`src/rtl/muldiv_pkg.sv`:
```
// Shared encodings for the iterative multiply/divide engine.
package muldiv_pkg;

  typedef enum logic [1:0] {
    OP_MULT  = 2'b00,
    OP_MULTU = 2'b01,
    OP_DIV   = 2'b10,
    OP_DIVU  = 2'b11
  } op_e;

  typedef enum logic [1:0] {
    S_IDLE = 2'b00,
    S_RUN  = 2'b01,
    S_FIX  = 2'b10,
    S_DONE = 2'b11
  } state_e;

  function automatic logic op_is_div(input op_e o);
    return (o == OP_DIV) || (o == OP_DIVU);
  endfunction

  function automatic logic op_is_signed(input op_e o);
    return (o == OP_MULT) || (o == OP_DIV);
  endfunction

endpackage

```
`src/rtl/muldiv_sign_fix.sv`:
```
// Applies sign correction to the unsigned product or quotient/remainder pair.
module muldiv_sign_fix
  import muldiv_pkg::*;
#(
  parameter int WIDTH = 32
) (
  input  logic [2*WIDTH-1:0] raw_i,
  input  logic               sign_a_i,
  input  logic               sign_b_i,
  input  logic               is_div_i,
  output logic [WIDTH-1:0]   hi_o,
  output logic [WIDTH-1:0]   lo_o
);

  logic [2*WIDTH-1:0] prod;

  // Quotient follows sign_a^sign_b, remainder follows the dividend.
  always_comb begin
    prod = (sign_a_i ^ sign_b_i) ? -raw_i : raw_i;
    if (is_div_i) begin
      lo_o = (sign_a_i ^ sign_b_i) ? -raw_i[WIDTH-1:0] : raw_i[WIDTH-1:0];
      hi_o = sign_a_i ? -raw_i[2*WIDTH-1:WIDTH] : raw_i[2*WIDTH-1:WIDTH];
    end else begin
      hi_o = prod[2*WIDTH-1:WIDTH];
      lo_o = prod[WIDTH-1:0];
    end
  end

endmodule

```
`src/rtl/muldiv_unit.sv`:
```
// Shared iterative multiply/divide engine: one bit per cycle on magnitudes,
// sign correction in a final FIX cycle.
module muldiv_unit
  import muldiv_pkg::*;
#(
  parameter int WIDTH = 32
) (
  input  logic             clk,
  input  logic             reset,
  input  logic             start,
  input  logic [1:0]       op,
  input  logic [WIDTH-1:0] a,
  input  logic [WIDTH-1:0] b,
  input  logic             flush,
  output logic             busy,
  output logic             done,
  output logic [WIDTH-1:0] hi,
  output logic [WIDTH-1:0] lo,
  output logic             div_zero
);

  localparam int CNT_W = $clog2(WIDTH + 1);

  state_e             state_q, state_d;
  op_e                op_q, op_d, op_in;
  logic               sa_q, sa_d, sb_q, sb_d;
  logic [CNT_W-1:0]   cnt_q, cnt_d;
  logic [2*WIDTH-1:0] acc_q, acc_d, mul_next, div_next;
  logic [WIDTH-1:0]   opnd_q, opnd_d, hi_q, hi_d, lo_q, lo_d;
  logic [WIDTH-1:0]   fix_hi, fix_lo, mag_a, mag_b;
  logic [WIDTH:0]     mul_sum, prem, trial;
  logic               dz_q, dz_d, accept, div0, neg_a, neg_b;

  function automatic logic [WIDTH-1:0] mag(input logic [WIDTH-1:0] x, input logic neg);
    return neg ? -x : x;
  endfunction

  assign op_in  = op_e'(op);
  assign accept = (state_q == S_IDLE) && start && !flush;
  assign div0   = op_is_div(op_in) && (b == '0);
  assign neg_a  = op_is_signed(op_in) && a[WIDTH-1];
  assign neg_b  = op_is_signed(op_in) && b[WIDTH-1];
  assign mag_a  = mag(a, neg_a);
  assign mag_b  = mag(b, neg_b);

  // Shift-add step: acc = {partial product, remaining multiplier bits}.
  assign mul_sum  = {1'b0, acc_q[2*WIDTH-1:WIDTH]} + (acc_q[0] ? {1'b0, opnd_q} : '0);
  assign mul_next = {mul_sum, acc_q[WIDTH-1:1]};

  // Restoring step: acc = {partial remainder, dividend bits / quotient bits}.
  assign prem     = {acc_q[2*WIDTH-1:WIDTH], acc_q[WIDTH-1]};
  assign trial    = prem - {1'b0, opnd_q};
  assign div_next = trial[WIDTH] ? {prem[WIDTH-1:0], acc_q[WIDTH-2:0], 1'b0}
                                 : {trial[WIDTH-1:0], acc_q[WIDTH-2:0], 1'b1};

  muldiv_sign_fix #(.WIDTH(WIDTH)) u_sign_fix (
    .raw_i    (acc_q),
    .sign_a_i (sa_q),
    .sign_b_i (sb_q),
    .is_div_i (op_is_div(op_q)),
    .hi_o     (fix_hi),
    .lo_o     (fix_lo)
  );

  always_ff @(posedge clk) begin
    if (!reset) state_q <= S_IDLE;
    else        state_q <= state_d;
  end

  always_comb begin
    state_d = state_q;
    case (state_q)
      S_IDLE: if (accept) state_d = div0 ? S_DONE : S_RUN;
      S_RUN: begin
        if (flush)                        state_d = S_IDLE;
        else if (cnt_q == CNT_W'(1))      state_d = S_FIX;
      end
      S_FIX:  state_d = flush ? S_IDLE : S_DONE;
      S_DONE: state_d = S_IDLE;
      default: state_d = S_IDLE;
    endcase
  end

  always_comb begin
    busy = (state_q != S_IDLE);
    done = (state_q == S_DONE);
  end

  always_comb begin
    op_d   = op_q;
    sa_d   = sa_q;
    sb_d   = sb_q;
    cnt_d  = cnt_q;
    acc_d  = acc_q;
    opnd_d = opnd_q;
    hi_d   = hi_q;
    lo_d   = lo_q;
    dz_d   = dz_q;
    if (accept) begin
      op_d  = op_in;
      sa_d  = neg_a;
      sb_d  = neg_b;
      cnt_d = CNT_W'(WIDTH);
      dz_d  = 1'b0;
      if (op_is_div(op_in)) begin
        acc_d  = {{WIDTH{1'b0}}, mag_a};
        opnd_d = mag_b;
      end else begin
        acc_d  = {{WIDTH{1'b0}}, mag_b};
        opnd_d = mag_a;
      end
      if (div0) begin
        hi_d = a;
        lo_d = '1;
        dz_d = 1'b1;
      end
    end else if (state_q == S_RUN && !flush) begin
      cnt_d = cnt_q - CNT_W'(1);
      acc_d = op_is_div(op_q) ? div_next : mul_next;
    end else if (state_q == S_FIX && !flush) begin
      hi_d = fix_hi;
      lo_d = fix_lo;
    end
  end

  always_ff @(posedge clk) begin
    if (!reset) begin
      op_q   <= OP_MULT;
      sa_q   <= 1'b0;
      sb_q   <= 1'b0;
      cnt_q  <= '0;
      acc_q  <= '0;
      opnd_q <= '0;
      hi_q   <= '0;
      lo_q   <= '0;
      dz_q   <= 1'b0;
    end else begin
      op_q   <= op_d;
      sa_q   <= sa_d;
      sb_q   <= sb_d;
      cnt_q  <= cnt_d;
      acc_q  <= acc_d;
      opnd_q <= opnd_d;
      hi_q   <= hi_d;
      lo_q   <= lo_d;
      dz_q   <= dz_d;
    end
  end

  assign hi       = hi_q;
  assign lo       = lo_q;
  assign div_zero = dz_q;

endmodule

```
`config.mk`:
```
export PLATFORM = sky130hd
export DESIGN_NAME = muldiv_unit
export DESIGN_NICKNAME = d
export VERILOG_FILES = /design/src/rtl/muldiv_pkg.sv /design/src/rtl/muldiv_sign_fix.sv /design/src/rtl/muldiv_unit.sv
export SDC_FILE = /design/constraint.sdc
export NUM_CORES = 1
export LEC_CHECK = 0
export ABC_AREA = 1
export CELL_PAD_IN_SITES_DETAIL_PLACEMENT = 0
export CELL_PAD_IN_SITES_GLOBAL_PLACEMENT = 2
export CORE_AREA = 2 2 188 282
export DETAILED_ROUTE_END_ITERATION = 12
export DIE_AREA = 0 0 190 284
export GPL_TIMING_DRIVEN = 0
export PLACE_DENSITY_LB_ADDON = 0.08
export SETUP_SLACK_MARGIN = 0.2
export SYNTH_ARGS = -nofsm -noshare
export SYNTH_HDL_FRONTEND = slang
export SYNTH_SLANG_ARGS = --single-unit
```
`constraint.sdc`:
```
create_clock -name clk -period 4.8 [get_ports clk]
set_input_delay 1.2 -clock clk [delete_from_list [all_inputs] [get_ports clk]]
set_output_delay 1.2 -clock clk [all_outputs]
set_load 0.005 [all_outputs]
```
==> flow_summary.yaml <==
run_status:
  status: "complete, no violations"
global_route:
  grt_pass1_vias: 20900
  grtUsageMet1_pct: 39.8
  grt_first_pass_wirelength_um: 144000
  grt_antenna_before_repair: 2
  grt_max_degree: 20
  gr-usage-met3_pct: 4.13
  gr-max-usage-layer: "met2"
  grt_util_met2_pct: 66.0
  overflow: 0
  gr-usage-all-layers_pct: 37.3
cells_and_area:
  fin_area_mm2: 0.0202
  drive_above_1_share_pct: 5.61
  mostFrequentLayoutCell: "nand2_1"
  nFillCells: 5831
  areaGrowthSynthToFinish_pct: 16.1
  diodes: 0
  nNetsFinal: 3337
  mostFrequentLayoutCells: "915 x nand2_1, 453 x inv_1, 278 x nor2_1, 266 x nand3_1, 191 x a21oi_1"
worst_setup_path:
  arrival_ps: 4260
  crit_fanout: 10
  required_ps: 5140
  r2r_cells: 11
  critPathSlowestCell: "clkdlybuf4s50_1"
  ff2ff_setup_slack_ps: 880
  r2r_end: "acc_q[59]"
  worstSetupStartpointType: "input pin"
  rr_startpoint: "acc_q[32]"
  crit_type: "input pin to flip-flop"
  max_stage_delay_ps: 610
  critPathCaptureType: "flip-flop"
  path_cells: "clkdlybuf4s50_1 > inv_1 > ha_1 > nand3_1 > nor2_2 > nand2_1 > nor2_1 > nand3_1 > nand2_2 > inv_2 > clkbuf_1 > a21oi_1 > a21oi_1"
hold_path:
  min_path_type: "flip-flop to flip-flop"
  worstHoldEndpoint: "hi[18]"
  hold_start: "hi[18]"
  hold_depth: 2
placed_design:
  io_buffers: 136
  dpl-instance-area_mm2: 0.0196
  post-place-ws_ps: 541
  hpwl_um: 86700
  gp_congestion: 1.11
detailed_routing:
  drcViolationCount: 0
  wl_per_cell_um: 26.4
  first_pass_iters: 6
  first_iter_violations: 1955
  vias: 21700
  post_drt_via_cell_ratio: 5.59
  wirelength_um: 103000
  route.antenna.remaining_nets: 0
pwr:
  powerDensity_mw_per_mm2: 256
  leakage_nw: 9.55
  vdd_drop_max_uv: 274
yosys:
  syn_nets: 3182
  syn-cell-area_mm2: 0.0174
  ys.flop_type: "dfxtp_1"
  synth_warnings: 0
  synth.avg_cell_area_um2: 5.72
  yosysUniqueCellTypes: 60
  syn_inst: 3040
  synthArstFlopShare_pct: 0
  synth-edff-count: 0
  ys_seq_area_share_pct: 19.8
  ys_seq_elements: 172
cts:
  numCtsBuffers: 17
  post_cts_buffers: 0
  cts_sinks: 172
  tritoncts: "done"
  cts.reportedPaths.clkPinSlew_ps: 90
  cts_root_buffer: "clkbuf_16"
  hold_buffers: 0
  clock_latency_ps: 470
  h-tree-depth: 4
  cts_buffer_depth: 2
  cts_resized: 0
die:
  num_io_pins: 137
  die-area_mm2: 0.0540
  initial_core_util_pct: 33.8
  chipWidth_um: 190
  core.rowCount: 102
  die_h_um: 284
  core_mm2: 0.0514
sta:
  hold_viol_final: 0
  timing.final.ws_setup_ps: 884
  fmax_mhz: 255
  rsz0062_at_grt: "no"
  setup_violations: 0
  fin_skew_ps: 18.4
  finalCritPeriodShare_pct: 81.6
  slew_violations: 0
  fin_crit_ps: 3920
  tns_ps: 0
  worstMarginPinSlew_ps: 1120
  slew_headroom_pct: 25.5
job:
  drv_cap: 0
-- cell usage after synthesis, drive strengths merged (2+ instances only) --
| cell | instances | share of area (%) |
|---|---|---|
| nand4 | 36 | 1.3 |
| o21ai | 165 | 4.8 |
| nand3 | 277 | 8.3 |
| nor3 | 33 | 1.1 |
| a41oi | 23 | 1.2 |
| fa | 2 | 0.23 |
| nor4 | 3 | 0.11 |
| or2 | 23 | 0.83 |
| o211ai | 35 | 1.5 |
| inv | 467 | 10 |
| a22oi | 8 | 0.35 |
| buf | 52 | 1.8 |
| o21bai | 10 | 0.56 |
| nand2 | 944 | 21 |
| nor2 | 295 | 6.9 |
| o21a | 2 | 0.086 |
| a21o | 3 | 0.13 |
| o31ai | 7 | 0.30 |
| nand3b | 4 | 0.17 |
| and2 | 4 | 0.16 |
| a31oi | 21 | 0.76 |
| o311ai | 2 | 0.10 |
| xnor2 | 28 | 1.4 |
| a21oi | 195 | 5.7 |
| a211oi | 2 | 0.086 |
| dfxtp | 172 | 20 |
| ha | 70 | 5.0 |
| a221oi | 35 | 1.8 |
| a31o | 3 | 0.15 |
| clkbuf | 58 | 1.3 |
| xor2 | 54 | 2.7 |
-- worst max-delay path: cells and delay by family --
family	cells	cell delay (ps)
AO/OA/AOI/OAI	2	570
adder cells (fa/ha/maj)	1	170
buffers and inverters	4	1220
AND/OR/NAND/NOR	6	1080
-- metrics by stage --
step | power, mW | utilization (%) | cells | hold slack (ps)
final | 5.17 | 39.2 | 3884 | 472
after global routing | 5.37 | 39.2 | 3884 | 504
after CTS | 5.11 | 39.2 | 3884 | 471
after detailed placement | 3.68 | 38.1 | 3852 | 459
after global placement | 3.69 | 38.1 | 3852 | 456
after floorplan | 2.85 | - | 3040 | 448
-- power breakdown --
group	total (mW)	internal, mW	switching [mW]
clock network	1.46	0.702	0.760
logic	2.06	0.607	1.46
registers	1.64	1.49	0.158
total	5.17	2.80	2.37
-- sequential cells by signal, summed over array words and instances, names as in the netlist, 2 cells and up --
register / count
state_q: 2
opnd_q: 32
lo: 32
cnt_q: 6
acc_q: 64
hi: 32
-- final cells by class --
class                      instances  area [um^2]  area share (%)
multi-input combinational       2290        11600            57.7
sequential                       172         3440            17.1
inverter                         468         1760            8.71
timing repair buffer             136         1360            6.75
tap                              676          846            4.19
buffer                           110          533            2.64
clock buffer                      17          425            2.11
clock inverter                    15          165           0.819
-- worst max-delay path by stage --
stage | slack, ps | start | endpoint
finish | 880 | b[0] | hi[12]
global route | 710 | b[0] | hi[12]
CTS | 1010 | b[0] | hi[12]
detailed placement | 540 | b[0] | hi[12]
global placement | 490 | b[0] | hi[12]
floorplan | 2040 | a[1] | opnd_q[24]
-- layer usage --
layer,vias to the layer above,routed length (um)
li1,10100,-
met1,10200,36900
met2,1033,50500
met3,346,5440
met4,2,9720
met5,-,13
-- cell families after synthesis --
group           share of synthesized area, %
fa+ha+maj                               5.27
compound gates                          17.7
flops                                   19.8
simple gates                            39.9
buf+inv                                 13.2
xor+xnor                                4.13
(Power assumes the default switching activity.)
